==> src/rtl/uart_pkg.sv <==
`default_nettype none
// ============================================================================
// uart_pkg -- shared 8N1 frame constants, FSM state types, divisor clamp.
// Revision: 1.0
// ============================================================================
package uart_pkg;

  localparam int          DATA_BITS = 8;
  localparam int          STOP_BITS = 1;
  localparam logic [15:0] MIN_DIV   = 16'd2;

  typedef enum logic [1:0] {
    TX_IDLE  = 2'd0,
    TX_START = 2'd1,
    TX_DATA  = 2'd2,
    TX_STOP  = 2'd3
  } tx_state_e;

  typedef enum logic [2:0] {
    RX_IDLE  = 3'd0,
    RX_START = 3'd1,
    RX_DATA  = 3'd2,
    RX_STOP  = 3'd3,
    RX_BREAK = 3'd4
  } rx_state_e;

  function automatic logic [15:0] eff_div(input logic [15:0] d);
    return (d < MIN_DIV) ? MIN_DIV : d;
  endfunction

endpackage
`default_nettype wire

==> src/rtl/uart_rx.sv <==
`default_nettype none
// ============================================================================
// uart_rx -- 8N1 receiver: falling-edge start detect, mid-bit sampling.
// Revision: 1.0
// ============================================================================
module uart_rx
  import uart_pkg::*;
(
  input  logic        clk,
  input  logic        reset,
  input  logic [15:0] div,
  input  logic        rx_in,
  output logic [7:0]  rx_data,
  output logic        rx_ready
);

  rx_state_e   state_q, state_d;
  logic [15:0] cnt_q, cnt_d;
  logic [2:0]  bit_q, bit_d;
  logic [7:0]  shift_q, shift_d;
  logic [7:0]  data_q, data_d;
  logic        ready_q, ready_d;
  logic        prev_q, prev_d;
  logic [15:0] half_m1;
  logic [15:0] full_m1;

  always_comb begin
    half_m1  = {1'b0, div[15:1]} - 16'd1;
    full_m1  = div - 16'd1;
    state_d  = state_q;
    cnt_d    = cnt_q + 16'd1;
    bit_d    = bit_q;
    shift_d  = shift_q;
    data_d   = data_q;
    ready_d  = 1'b0;
    prev_d   = rx_in;
    case (state_q)
      RX_IDLE: begin
        cnt_d = '0;
        if (prev_q && !rx_in) state_d = RX_START;
      end
      RX_START: begin
        // Re-check the line halfway into the start bit to reject glitches.
        if (cnt_q >= half_m1) begin
          cnt_d   = '0;
          bit_d   = '0;
          state_d = rx_in ? RX_IDLE : RX_DATA;
        end
      end
      RX_DATA: begin
        if (cnt_q >= full_m1) begin
          cnt_d   = '0;
          shift_d = {rx_in, shift_q[7:1]};
          if (bit_q == 3'(DATA_BITS - 1)) state_d = RX_STOP;
          else                            bit_d   = bit_q + 3'd1;
        end
      end
      RX_STOP: begin
        if (cnt_q >= full_m1) begin
          cnt_d = '0;
          if (rx_in) begin
            data_d  = shift_q;
            ready_d = 1'b1;
            state_d = RX_IDLE;
          end else begin
            state_d = RX_BREAK;
          end
        end
      end
      RX_BREAK: begin
        cnt_d = '0;
        if (rx_in) state_d = RX_IDLE;
      end
      default: state_d = RX_IDLE;
    endcase
  end

  always_ff @(posedge clk) begin
    if (!reset) begin
      state_q <= RX_IDLE;
      cnt_q   <= '0;
      bit_q   <= '0;
      shift_q <= '0;
      data_q  <= '0;
      ready_q <= 1'b0;
      prev_q  <= 1'b1;
    end else begin
      state_q <= state_d;
      cnt_q   <= cnt_d;
      bit_q   <= bit_d;
      shift_q <= shift_d;
      data_q  <= data_d;
      ready_q <= ready_d;
      prev_q  <= prev_d;
    end
  end

  assign rx_data  = data_q;
  assign rx_ready = ready_q;

endmodule
`default_nettype wire

==> src/rtl/uart_top.sv <==
`default_nettype none
// ============================================================================
// uart_top -- full-duplex 8N1 UART, shared baud divisor; TX + baud gen inline.
// Define UART_RX_SYNC_EN to insert a 2-flop synchronizer on rx.  Revision: 1.0
// ============================================================================
module uart_top
  import uart_pkg::*;
(
  input  logic        clk,
  input  logic        reset,
  input  logic [15:0] baud_divisor,
  input  logic [7:0]  tx_data,
  input  logic        tx_start,
  output logic        tx,
  output logic        tx_busy,
  output logic        tx_done,
  input  logic        rx,
  output logic [7:0]  rx_data,
  output logic        rx_ready
);

  logic [15:0] div_eff;
  logic [15:0] div_q, div_d;
  logic [15:0] baud_cnt_q, baud_cnt_d;
  logic        tx_tick;

  tx_state_e   tx_state_q, tx_state_d;
  logic [7:0]  tx_shift_q, tx_shift_d;
  logic [2:0]  tx_bit_q, tx_bit_d;
  logic        tx_q, tx_d;
  logic        tx_busy_q, tx_busy_d;
  logic        tx_done_q, tx_done_d;
  logic        rx_in;

  always_comb begin
    div_eff    = eff_div(baud_divisor);
    tx_tick    = (baud_cnt_q == div_q - 16'd1);
    // Divisor is only re-latched at wrap so a bit period is never cut short.
    baud_cnt_d = tx_tick ? 16'd0 : baud_cnt_q + 16'd1;
    div_d      = tx_tick ? div_eff : div_q;

    tx_state_d = tx_state_q;
    tx_shift_d = tx_shift_q;
    tx_bit_d   = tx_bit_q;
    tx_d       = tx_q;
    tx_busy_d  = tx_busy_q;
    tx_done_d  = 1'b0;
    case (tx_state_q)
      TX_IDLE: begin
        if (tx_busy_q) begin
          if (tx_tick) begin
            tx_state_d = TX_START;
            tx_d       = 1'b0;
          end
        end else if (tx_start) begin
          tx_shift_d = tx_data;
          tx_busy_d  = 1'b1;
        end
      end
      TX_START: begin
        if (tx_tick) begin
          tx_state_d = TX_DATA;
          tx_d       = tx_shift_q[0];
          tx_shift_d = {1'b0, tx_shift_q[7:1]};
          tx_bit_d   = '0;
        end
      end
      TX_DATA: begin
        if (tx_tick) begin
          if (tx_bit_q == 3'(DATA_BITS - 1)) begin
            tx_state_d = TX_STOP;
            tx_d       = 1'b1;
            tx_bit_d   = '0;
          end else begin
            tx_d       = tx_shift_q[0];
            tx_shift_d = {1'b0, tx_shift_q[7:1]};
            tx_bit_d   = tx_bit_q + 3'd1;
          end
        end
      end
      TX_STOP: begin
        if (tx_tick) begin
          if (tx_bit_q == 3'(STOP_BITS - 1)) begin
            tx_state_d = TX_IDLE;
            tx_busy_d  = 1'b0;
            tx_done_d  = 1'b1;
          end else begin
            tx_bit_d   = tx_bit_q + 3'd1;
          end
        end
      end
      default: tx_state_d = TX_IDLE;
    endcase
  end

  always_ff @(posedge clk) begin
    if (!reset) begin
      div_q      <= div_eff;
      baud_cnt_q <= '0;
      tx_state_q <= TX_IDLE;
      tx_shift_q <= '0;
      tx_bit_q   <= '0;
      tx_q       <= 1'b1;
      tx_busy_q  <= 1'b0;
      tx_done_q  <= 1'b0;
    end else begin
      div_q      <= div_d;
      baud_cnt_q <= baud_cnt_d;
      tx_state_q <= tx_state_d;
      tx_shift_q <= tx_shift_d;
      tx_bit_q   <= tx_bit_d;
      tx_q       <= tx_d;
      tx_busy_q  <= tx_busy_d;
      tx_done_q  <= tx_done_d;
    end
  end

`ifdef UART_RX_SYNC_EN
  logic rx_s1_q, rx_s1_d;
  logic rx_s2_q, rx_s2_d;

  always_comb begin
    rx_s1_d = rx;
    rx_s2_d = rx_s1_q;
  end

  always_ff @(posedge clk) begin
    if (!reset) begin
      rx_s1_q <= 1'b1;
      rx_s2_q <= 1'b1;
    end else begin
      rx_s1_q <= rx_s1_d;
      rx_s2_q <= rx_s2_d;
    end
  end

  assign rx_in = rx_s2_q;
`else
  assign rx_in = rx;
`endif

  uart_rx u_rx (
    .clk      (clk),
    .reset    (reset),
    .div      (div_eff),
    .rx_in    (rx_in),
    .rx_data  (rx_data),
    .rx_ready (rx_ready)
  );

  assign tx      = tx_q;
  assign tx_busy = tx_busy_q;
  assign tx_done = tx_done_q;

endmodule
`default_nettype wire

==> config.mk <==
export PLATFORM = sky130hd
export DESIGN_NAME = uart_top
export DESIGN_NICKNAME = d
export VERILOG_FILES = /design/src/rtl/uart_pkg.sv /design/src/rtl/uart_rx.sv /design/src/rtl/uart_top.sv
export SDC_FILE = /design/constraint.sdc
export NUM_CORES = 1
export LEC_CHECK = 0
export BUFFER_PORTS_ARGS = -buffer_cell sky130_fd_sc_hd__buf_2
export CAP_MARGIN = 10
export CORE_MARGIN = 8
export CORE_UTILIZATION = 61
export CTS_BUF_LIST = sky130_fd_sc_hd__clkbuf_16
export CTS_CLUSTER_SIZE = 20
export DETAILED_ROUTE_END_ITERATION = 8
export PLACE_DENSITY = 0.84
export SETUP_SLACK_MARGIN = 0.5
export SYNTH_ARGS = -nofsm -noshare
export SYNTH_HDL_FRONTEND = slang
export SYNTH_HIERARCHICAL = 1
export SYNTH_SLANG_ARGS = --single-unit
==> constraint.sdc <==
create_clock -name clk -period 5 [get_ports clk]
set_input_delay 0.5 -clock clk [delete_from_list [all_inputs] [get_ports clk]]
set_output_delay 0.5 -clock clk [all_outputs]
set_load 0.01 [all_outputs]
==> qor.yml <==
status:
  outcome: "complete, no violations"
pwr:
  finalPower_mw: 1.71
  internal_power_mw: 1.22
  p_clk_share_pct: 37.2
  p_comb_share_pct: 16.7
  power.switching_mw: 0.493
  ir_drop_mv: 0.172
  pwr-share-seq_pct: 46.1
  p_sw_share_pct: 28.8
  p_per_area_nw_per_um2: 271
  p_leak_nw: 2.51
setup_path:
  crit_buf_inv: 5
  slowest_delay_ns: 0.45
  critical_path_class: "input pin to flip-flop"
  cp_top_family: "simple AND/OR/NAND/NOR gates"
  crit_arrival_ns: 4.71
  path_cells: "clkbuf_4, nor4_1, nand4_1, nand2b_1, inv_2, ha_4, or3b_4, or3_4, or3_4, or3_4, nor2_4, xnor2_2, ha_1, buf_4, a21oi_1, o21ai_0, nand2b_1, a31oi_1, buf_2, buf_4, a32o_1"
  cp_common_cell: "or3_4"
  worstPathMaxFanout: 5
  cp.required_ns: 5.24
  worstSetupStartpointType: "input pin"
  cpMaxStageDelayCell: "or3_4"
  endpoint_kind: "flip-flop"
timing:
  clock_skew_ns: 0.00706
  slew_violations: 0
  post-route-period-util_pct: 89.4
  fin_hold_ws_ns: 0.384
  finalSetupViolations: 0
  tightest_slew_ns: 0.855
  relSlewSlack_pct: 42.9
  finalHoldViolCount: 0
  tns_ns: 0
  min_period_ns: 4.47
  fmax_mhz: 224
  rsz0062_at_grt: "false"
yosys:
  synth-seq-area-share_pct: 34.3
  yosys.cell_types.count: 67
  yosysWarningCount: 6
  synth_top_flop_cell: "dfxtp_1"
  synth_area_leaders: "dfxtp_1 26%, ha_1 10%, edfxtp_1 8.6%"
  post-synth-top-area-cell: "dfxtp_1"
  ys_ff_latch: 88
  ys_async_sr_fraction_pct: 0
  synth_edf_count: 16
  postSynthAreaPerCell_um2: 8.84
  syn-num-nets: 709
  synth_top_area_share_pct: 25.7
  synth_area_um2: 5600
  syn_inst: 634
min_path:
  hp-class: "input pin to flip-flop"
cts:
  cts_inserted_buffers: 9
  clk_latency_ns: 0.34
  root_buffer: "clkbuf_16"
  cts_tree: "done"
  cts_sinks: 88
  cts-htree-levels: 3
  clock_path_buffers: 2
  clkTransAtPathRegs_ns: 0.07
finish:
  final_util_pct: 69.5
  seqCellArea_um2: 1920
  instances_no_fill: 781
  n_antenna_cell: 0
  final_common_cell: "dfxtp_1"
  layout.nets: 740
  final_cell_mix: "72 x dfxtp_1, 67 x nor2_1, 46 x nand2_1, 46 x ha_1, 42 x xnor2_1"
  multi_input_area_um2: 3530
  drive_gt1_share_pct: 17.0
  synthToLayoutAreaGrowth_pct: 12.5
  fillers: 659
floorplan:
  core_um2: 9060
  initial_core_util_pct: 61.8
  fp.dieH_um: 112
  ios: 40
  fp.dieArea_um2: 12500
  rows: 35
  die_w_um: 112
routing:
  wl_mm: 13.1
  antenna_left: 0
  dr.pass1.iters: 7
  vias: 4750
  wl_per_cell_um: 16.8
  avgViaCountPerCell: 6.08
  drtIter0Drc: 400
  drc: 0
global_route:
  antenna_found_initial: 0
  grt_overflow: 0
  grt_pass1_vias: 4665
  grt_use_total_pct: 20.2
  grt_pass1_wl_mm: 21.1
  grt_max_degree: 50
place:
  dp.cells: 754
  io_buffers: 39
  gp_congestion: 0.931
  dpl.hpwl_mm: 9.13
flow_run:
  drv_cap: 0
==> what timing repair did <==
| action | 4_1_cts | 5_1_grt |
|---|---|---|
| hold buffers | 0 | 0 |
| setup buffers | 2 | 7 |
| endpoints found under the setup margin | 8 | 39 |
| resized for setup | 1 | 37 |
| gates cloned | 1 | 1 |
| pin swaps | 2 | 11 |
==> Yosys cell counts, types with 5 or more instances <==
cell type	count
a21oi_1	22
nor3b_1	5
edfxtp_1	16
nand4_1	12
o211a_1	8
inv_1	19
nor4_1	12
clkbuf_1	28
nand2b_1	10
nor2b_1	5
nor3_1	20
nand3_1	37
ha_1	47
and3_1	7
mux2_2	7
or3_2	7
mux2i_1	16
nand2_1	46
o21ai_0	19
nor2_1	68
dfxtp_1	72
o211ai_1	5
xnor2_1	43
xor2_1	27
==> kinds of logic after synthesis <==
logic type	count (synthesis)	synth area share (%)
AND/OR/NAND/NOR	263	24.9
flip-flops	88	34.3
AO/OA/AOI/OAI	87	10.6
XOR/XNOR	71	11.4
buffers and inverters	55	4.04
adder cells (fa/ha/maj)	47	10.5
multiplexers	23	4.26
==> stage by stage <==
| step | area [um2] | worst slack, ns |
|---|---|---|
| finish | 6300 | 0.531 |
| global route | 6300 | 0.364 |
| CTS | 6130 | 0.465 |
| detailed placement | 5830 | 0.121 |
| global placement | 5830 | 0.265 |
| floorplan | 5610 | 0.534 |
==> layout make-up <==
| type | instances | area share (%) |
|---|---|---|
| multi-input cells | 491 | 56.0 |
| inverters | 19 | 1.13 |
| repair buffers | 56 | 5.74 |
| clock buffers | 9 | 3.57 |
| well taps | 111 | 2.20 |
| flip-flops and latches | 88 | 30.5 |
| clock inverters | 7 | 0.834 |
==> sequential cells by signal, summed over array words and instances (netlist names) <==
name           count
u_rx/shift_q       8
tx_shift_q         8
div_q             16
tx                 1
u_rx/bit_q         3
tx_busy            1
u_rx/cnt_q        16
u_rx/prev_q        1
u_rx/state_q       3
tx_state_q         2
u_rx/rx_data       8
baud_cnt_q        16
tx_bit_q           3
u_rx/rx_ready      1
tx_done            1
==> power by group through the flow <==
stage | registers, mW | logic (mW) | clock network (mW)
finish | 0.789 | 0.285 | 0.636
global route | 0.794 | 0.312 | 0.672
CTS | 0.787 | 0.249 | 0.646
detailed placement | 0.803 | 0.246 | 0
global placement | 0.801 | 0.235 | 0
floorplan | 0.781 | 0.206 | 0
==> metal layers <==
| layer | track usage [%] | share of wire, % | vias to the layer above |
|---|---|---|---|
| li1 | - | - | 2321 |
| met2 | 35.6 | 51 | 138 |
| met4 | 10.2 | 3.3 | 0 |
| met1 | 22.6 | 42 | 2250 |
| met3 | 4.27 | 3.9 | 41 |
| met5 | 0 | 0 | - |
==> path summary, 6_finish.rpt <==
check,start,endpoint,slack (ns),cells past startpoint
hold / removal,baud_divisor[4],div_q[4],0.38,1
setup / recovery,baud_divisor[15],u_rx/bit_q[0],0.53,21
setup reg to reg,div_q[0],baud_cnt_q[8],1.15,10
hold reg to reg,u_rx/rx_data[0],u_rx/rx_data[0],0.46,2
Note: power is estimated with default switching activity, not from simulation.
